===== src/rtl/pulseox_pkg.sv =====
// Shared definitions for the AFE register-path sequencer: addr_sel modes,
// sequencer states and the AFE register map landmarks.
package pulseox_pkg;

  localparam logic [2:0] MODE_IDLE = 3'b000;
  localparam logic [2:0] MODE_WR0  = 3'b001;
  localparam logic [2:0] MODE_DIAG = 3'b010;
  localparam logic [2:0] MODE_CFG  = 3'b011;
  localparam logic [2:0] MODE_STRM = 3'b100;

  localparam logic [5:0] REG_WR0        = 6'd0;
  localparam logic [5:0] REG_CFG_LAST   = 6'd35;
  localparam logic [5:0] REG_STRM_FIRST = 6'd42;
  localparam logic [5:0] REG_STRM_LAST  = 6'd47;
  localparam logic [5:0] REG_DIAG       = 6'd48;

  typedef enum logic [4:0] {
    S_IDLE, S_W0_SET, S_W0_GO, S_W0_WAIT, S_GAP_W0,
    S_CFG_SET, S_CFG_GO, S_CFG_WAIT, S_GAP_CFG,
    S_DG_SET, S_DG_GO, S_DG_WAIT, S_GAP_DG,
    S_STRM_IDLE, S_ST_SET, S_ST_GO, S_ST_WAIT, S_FAULT
  } seq_state_e;

  function automatic logic [2:0] mode_of(input seq_state_e s);
    case (s)
      S_W0_SET, S_W0_GO, S_W0_WAIT:    return MODE_WR0;
      S_CFG_SET, S_CFG_GO, S_CFG_WAIT: return MODE_CFG;
      S_DG_SET, S_DG_GO, S_DG_WAIT:    return MODE_DIAG;
      S_ST_SET, S_ST_GO, S_ST_WAIT:    return MODE_STRM;
      default:                         return MODE_IDLE;
    endcase
  endfunction

  function automatic logic is_wait(input seq_state_e s);
    return (s == S_W0_WAIT) || (s == S_CFG_WAIT) || (s == S_DG_WAIT) || (s == S_ST_WAIT);
  endfunction

  function automatic logic is_frame(input seq_state_e s);
    return (s == S_ST_SET) || (s == S_ST_GO) || (s == S_ST_WAIT);
  endfunction

endpackage


===== src/rtl/afe_seq_ctrl_rdy_sync.sv =====
// ADC_RDY synchronizer: two metastability flops, a history flop and a
// registered rising-edge pulse (edge visible on the third clock after the pin rises).
module rdy_sync (
  input  logic clk,
  input  logic rst,
  input  logic async_in,
  output logic rise
);

  logic [2:0] sh_q, sh_d;
  logic       rise_q, rise_d;

  always_comb begin
    sh_d   = {sh_q[1:0], async_in};
    rise_d = sh_q[1] & ~sh_q[2];
  end

  always_ff @(posedge clk) begin
    if (rst) begin
      sh_q   <= '0;
      rise_q <= 1'b0;
    end else begin
      sh_q   <= sh_d;
      rise_q <= rise_d;
    end
  end

  always_comb rise = rise_q;

endmodule


===== src/rtl/afe_seq_ctrl.sv =====
// AFE register-path sequencer: reg-0 write, config sweep, optional diag read,
// then one 42..47 stream sweep per ADC_RDY edge, with timeout and overrun flags.
module afe_seq_ctrl
  import pulseox_pkg::*;
#(
  parameter int unsigned       P_TO_W    = 20,
  parameter logic [P_TO_W-1:0] P_TIMEOUT = 20'd500000,
  parameter bit                P_DIAG_EN = 1'b1
) (
  input  logic        clk,
  input  logic        in_reset,
  input  logic        in_start,
  input  logic        in_stop,
  input  logic        in_adc_rdy,
  input  logic        in_rw_done,
  input  logic        in_cyc_done,
  input  logic        in_strm_dn,
  output logic [2:0]  out_addr_sel_rw,
  output logic        out_r_begin,
  output logic        out_w_begin,
  output logic        out_cfg_done,
  output logic        out_diag_done,
  output logic        out_frame_valid,
  output logic [15:0] out_frame_cnt,
  output logic        out_ovr,
  output logic        out_err
);

  localparam logic [P_TO_W-1:0] TO_LAST = P_TIMEOUT - 1'b1;

  seq_state_e        state_q, state_d;
  logic [P_TO_W-1:0] to_q, to_d;
  logic [15:0]       cnt_q, cnt_d;
  logic              pend_q, pend_d, stop_q, stop_d, ovr_q, ovr_d, err_q, err_d;
  logic              cfg_done_q, cfg_done_d, diag_done_q, diag_done_d, fv_q, fv_d;
  logic              rdy_rise, to_hit, restart, fault;

  rdy_sync u_rdy_sync (
    .clk      (clk),
    .rst      (in_reset),
    .async_in (in_adc_rdy),
    .rise     (rdy_rise)
  );

  always_comb to_hit = is_wait(state_q) && (to_q == TO_LAST);

  always_comb begin
    state_d     = state_q;
    to_d        = is_wait(state_q) ? to_q + 1'b1 : '0;
    cnt_d       = cnt_q;
    pend_d      = pend_q;
    stop_d      = stop_q;
    ovr_d       = ovr_q;
    err_d       = err_q;
    cfg_done_d  = cfg_done_q;
    diag_done_d = 1'b0;
    fv_d        = 1'b0;
    restart     = 1'b0;
    fault       = 1'b0;

    if (is_frame(state_q)) begin
      if (rdy_rise) begin
        if (pend_q) ovr_d = 1'b1;
        else        pend_d = 1'b1;
      end
      if (in_stop) stop_d = 1'b1;
    end

    case (state_q)
      S_IDLE:     if (in_start) restart = 1'b1;
      S_W0_SET:   state_d = S_W0_GO;
      S_W0_GO:    state_d = S_W0_WAIT;
      S_W0_WAIT:  if (in_rw_done) state_d = S_GAP_W0; else if (to_hit) fault = 1'b1;
      S_GAP_W0:   state_d = S_CFG_SET;
      S_CFG_SET:  state_d = S_CFG_GO;
      S_CFG_GO:   state_d = S_CFG_WAIT;
      S_CFG_WAIT: if (in_cyc_done) state_d = S_GAP_CFG; else if (to_hit) fault = 1'b1;
      S_GAP_CFG:  state_d = P_DIAG_EN ? S_DG_SET : S_STRM_IDLE;
      S_DG_SET:   state_d = S_DG_GO;
      S_DG_GO:    state_d = S_DG_WAIT;
      S_DG_WAIT: begin
        if (in_rw_done) begin
          state_d     = S_GAP_DG;
          diag_done_d = 1'b1;
        end else if (to_hit) begin
          fault = 1'b1;
        end
      end
      S_GAP_DG:   state_d = S_STRM_IDLE;
      S_STRM_IDLE: begin
        if (in_start) begin
          restart = 1'b1;
        end else if (in_stop) begin
          state_d = S_IDLE;
          pend_d  = 1'b0;
        end else if (rdy_rise || pend_q) begin
          // A fresh edge arriving while a pending one is consumed becomes the new pending.
          state_d = S_ST_SET;
          pend_d  = pend_q & rdy_rise;
        end
      end
      S_ST_SET:   state_d = S_ST_GO;
      S_ST_GO:    state_d = S_ST_WAIT;
      S_ST_WAIT: begin
        if (in_strm_dn) begin
          fv_d   = 1'b1;
          cnt_d  = cnt_q + 16'd1;
          stop_d = 1'b0;
          if (stop_q || in_stop) begin
            state_d = S_IDLE;
            pend_d  = 1'b0;
          end else begin
            state_d = S_STRM_IDLE;
          end
        end else if (to_hit) begin
          fault = 1'b1;
        end
      end
      S_FAULT:    if (in_start) restart = 1'b1;
      default:    state_d = S_IDLE;
    endcase

    if (state_d == S_STRM_IDLE) cfg_done_d = 1'b1;

    if (fault) begin
      state_d    = S_FAULT;
      err_d      = 1'b1;
      cfg_done_d = 1'b0;
      pend_d     = 1'b0;
      stop_d     = 1'b0;
    end

    if (restart) begin
      state_d    = S_W0_SET;
      cnt_d      = '0;
      ovr_d      = 1'b0;
      err_d      = 1'b0;
      cfg_done_d = 1'b0;
      pend_d     = 1'b0;
      stop_d     = 1'b0;
    end
  end

  always_ff @(posedge clk) begin
    if (in_reset) begin
      state_q     <= S_IDLE;
      to_q        <= '0;
      cnt_q       <= '0;
      pend_q      <= 1'b0;
      stop_q      <= 1'b0;
      ovr_q       <= 1'b0;
      err_q       <= 1'b0;
      cfg_done_q  <= 1'b0;
      diag_done_q <= 1'b0;
      fv_q        <= 1'b0;
    end else begin
      state_q     <= state_d;
      to_q        <= to_d;
      cnt_q       <= cnt_d;
      pend_q      <= pend_d;
      stop_q      <= stop_d;
      ovr_q       <= ovr_d;
      err_q       <= err_d;
      cfg_done_q  <= cfg_done_d;
      diag_done_q <= diag_done_d;
      fv_q        <= fv_d;
    end
  end

  always_comb begin
    out_addr_sel_rw = mode_of(state_q);
    out_w_begin     = (state_q == S_W0_GO) || (state_q == S_CFG_GO);
    out_r_begin     = (state_q == S_DG_GO) || (state_q == S_ST_GO);
    out_cfg_done    = cfg_done_q;
    out_diag_done   = diag_done_q;
    out_frame_valid = fv_q;
    out_frame_cnt   = cnt_q;
    out_ovr         = ovr_q;
    out_err         = err_q;
  end

endmodule

===== config.mk =====
export PLATFORM = sky130hd
export DESIGN_NAME = afe_seq_ctrl
export DESIGN_NICKNAME = d
export VERILOG_FILES = /design/src/rtl/pulseox_pkg.sv /design/src/rtl/afe_seq_ctrl_rdy_sync.sv /design/src/rtl/afe_seq_ctrl.sv
export SDC_FILE = /design/constraint.sdc
export NUM_CORES = 1
export LEC_CHECK = 0
export CAP_MARGIN = 20
export CORE_MARGIN = 5
export CORE_UTILIZATION = 54
export CTS_CLUSTER_DIAMETER = 120
export DETAILED_ROUTE_END_ITERATION = 8
export GPL_ROUTABILITY_DRIVEN = 0
export GPL_TIMING_DRIVEN = 0
export PLACE_DENSITY = 0.91
export SETUP_SLACK_MARGIN = 0.4
export SYNTH_ARGS = -nofsm -noshare
export SYNTH_HDL_FRONTEND = slang
export SYNTH_SLANG_ARGS = --single-unit

===== constraint.sdc =====
create_clock -name clk -period 2.1 [get_ports clk]
set_input_delay 0.42 -clock clk [delete_from_list [all_inputs] [get_ports clk]]
set_output_delay 0.42 -clock clk [all_outputs]
set_load 0.005 [all_outputs]

==> reports/metrics.csv <==
metric,value,unit
status,finished with violations,
violations,negative setup slack,
grt_pass1_wl,12.1,mm
cts_tree,done,
min_path_cells,1,
min_period,2190,ps
power.leakage,1.26,nW
fp.coreArea,4410,um2
totalWireLength,8.48,mm
cp-start-kind,register,
die-area,6080,um2
final_cells,424,
max_cap_viol_count,0,
die_w,78.0,um
worst-r2r-cell-count,7,
nets,381,
drc,0,
drt-vias-per-instance,6.26,
cts-root-buf,clkbuf_8,
io_pins,34,
ctsLongestPathBuffers,2,
p_int,0.00138,W
crit_path_end_kind,register,
grt-ovfl-total,0,
synth_area,2490,um2
postRouteAntennaNets,0,
worst_slack,-85.3,ps
syn_avg_cell_area,8.48,um2
rows,24,
crit_required,2350,ps
hold_viol,0,
path_class,reg2reg,
die_h,78.0,um
cts_buffers,5,
portBuffers,33,
min-delay-start,u_rdy_sync.sh_q[2],
synth_top_area_cell,dfxtp_1,
setup_viol,1,
powerDensity,517,nW/um2
grt_pass1_vias,2515,
seqPwrFrac,0.533,
max-slew-margin-rel,0.674,
power.clock.fraction,0.332,
finalCritPeriodShare,1.04,
critical_path_buf_inv_count,2,
rr_endpoint,out_cfg_done,
slowest_delay,540,ps
drtIter0Drc,198,
vias,2655,
crit_chain,buf_6 > and3b_2 > buf_4 > o2111ai_1 > and4_4 > or4_1 > a21oi_1,
start_util,0.565,
diodes,0,
synth.distinct_cells,46,
synth_seq_cells,52,
synth_common_cells,"52 x dfxtp_1, 52 x nor2_1, 19 x nand3_1, 19 x xnor2_1, 17 x nand2_1",
cp.arrival,2430,ps
grt_antenna_before_repair,0,
netlist_instances,294,
cts.sink_count,52,
dr.pass1.iters,5,
hold_class,reg2reg,
clk_pin_slew,100,ps
crit_path_top_delay_cell,or4_1,
h-tree-depth,2,
rr_startpoint,state_q[2],
ys_async_sr_fraction,0,
grt_max_degree,16,
ys_seq_area_frac,0.417,
skew,6.21,ps
critPathTopFamily,simple AND/OR/NAND/NOR gates,
yosysWarnings,0,
worst_pin_slew,485,ps
synth_edf_count,0,
min_to,u_rdy_sync.rise,
placedCellCount,379,
syn_nets,304,
ys.flop_type,dfxtp_1,
wire_per_inst,20.0,um
dp_hpwl,3.89,mm
crit_fanout,6,
yosysTopAreaCellShare,0.417,
drive_gt1_frac,0.317,
post-place-ws,-167,ps
worstSkewPairLatency,320,ps
pwr-share-comb,0.135,
r2r_slack,-90,ps
track_usage,0.243,
rsz0062_at_grt,yes,
slew_viol_final,0,
netSwitchingPower,0.000478,W
yosys-top-cells-area,"dfxtp_1 42%, nor2_1 7.8%, xnor2_1 6.7%",
ir_drop,439,uV
syn_to_final_growth,44.3,%
timing.fmax,458,MHz
crit_start,state_q[2],
switching_share,0.257,
-- area by class of cell --
type	instances	area [um2]
clock inverters	1	7.51
plain buffers	11	125
repair buffers	70	647
well taps	52	65.1
fillers	228	816
flip-flops and latches	52	1070
inverters	13	51.3
multi-input cells	218	1540
clock buffers	7	86.3
-- flip-flops by register name, indices dropped and copies added (netlist names) --
signal and count:
out_cfg_done 1, out_diag_done 1, out_err 1, out_frame_cnt 16, out_frame_valid 1, out_ovr 1, pend_q 1, state_q 5
stop_q 1, to_q 20, u_rdy_sync.rise 1, u_rdy_sync.sh_q 3
-- worst max-delay path by stage --
stage,endpoint,cells after the start
floorplan,out_cfg_done,6
global placement,out_cfg_done,6
detailed placement,out_frame_cnt[14],6
CTS,out_r_begin,5
global route,out_cfg_done,7
finish,out_cfg_done,7
-- logic make-up after synthesis --
logic type	synth area share
AO/OA/AOI/OAI	0.0808
XOR/XNOR	0.123
adder cells (fa/ha/maj)	0.0100
buffers and inverters	0.0416
flip-flops	0.417
AND/OR/NAND/NOR	0.327
-- timing repair --
| item | 4_1_cts | 5_1_grt |
|---|---|---|
| pin swaps | 17 | 12 |
| cloned | 1 | 0 |
| resized for setup | 76 | 45 |
| setup buffers | 22 | 14 |
| endpoints found under the setup margin | 51 | 53 |
| hold buffers | 0 | 0 |
-- power groups by stage --
stage / clock network, W / registers [W] / logic, W
after floorplan: 0 / 0.00102 / 0.0000766
after global placement: 0 / 0.00102 / 0.000121
after detailed placement: 0 / 0.00102 / 0.000121
after CTS: 0.000603 / 0.000994 / 0.000188
after global routing: 0.000663 / 0.000993 / 0.000257
final: 0.000618 / 0.000992 / 0.000250
-- through the flow --
step / TNS [ps] / power (W) / util / cell area (um2) / hold slack [ps]
after global routing: -135 / 0.00191 / 0.815 / 3600 / 411
after detailed placement: -1270 / 0.00114 / 0.656 / 2900 / 385
after floorplan: 0 / 0.00109 / - / 2500 / 367
final: -85.3 / 0.00186 / 0.815 / 3600 / 397
after CTS: 0 / 0.00179 / 0.761 / 3360 / 398
after global placement: -897 / 0.00114 / 0.656 / 2900 / 374
-- cell usage in the layout, fill, tap and decap left out, drive strengths merged, types with 10 or more instances in the layout --
master,count
dfxtp,52
nor3,10
inv,13
nor2,52
xor2,16
clkdlybuf4s50,26
buf,51
xnor2,19
nand2,17
nand3,19
-- routing by layer --
layer | part of all wire | global-route usage | up-vias
li1 | - | - | 1173
met1 | 0.36 | 0.276 | 1235
met2 | 0.48 | 0.431 | 173
met3 | 0.086 | 0.0417 | 74
met4 | 0.072 | 0.130 | 0
met5 | 0 | 0 | -
(Power assumes the default switching activity.)
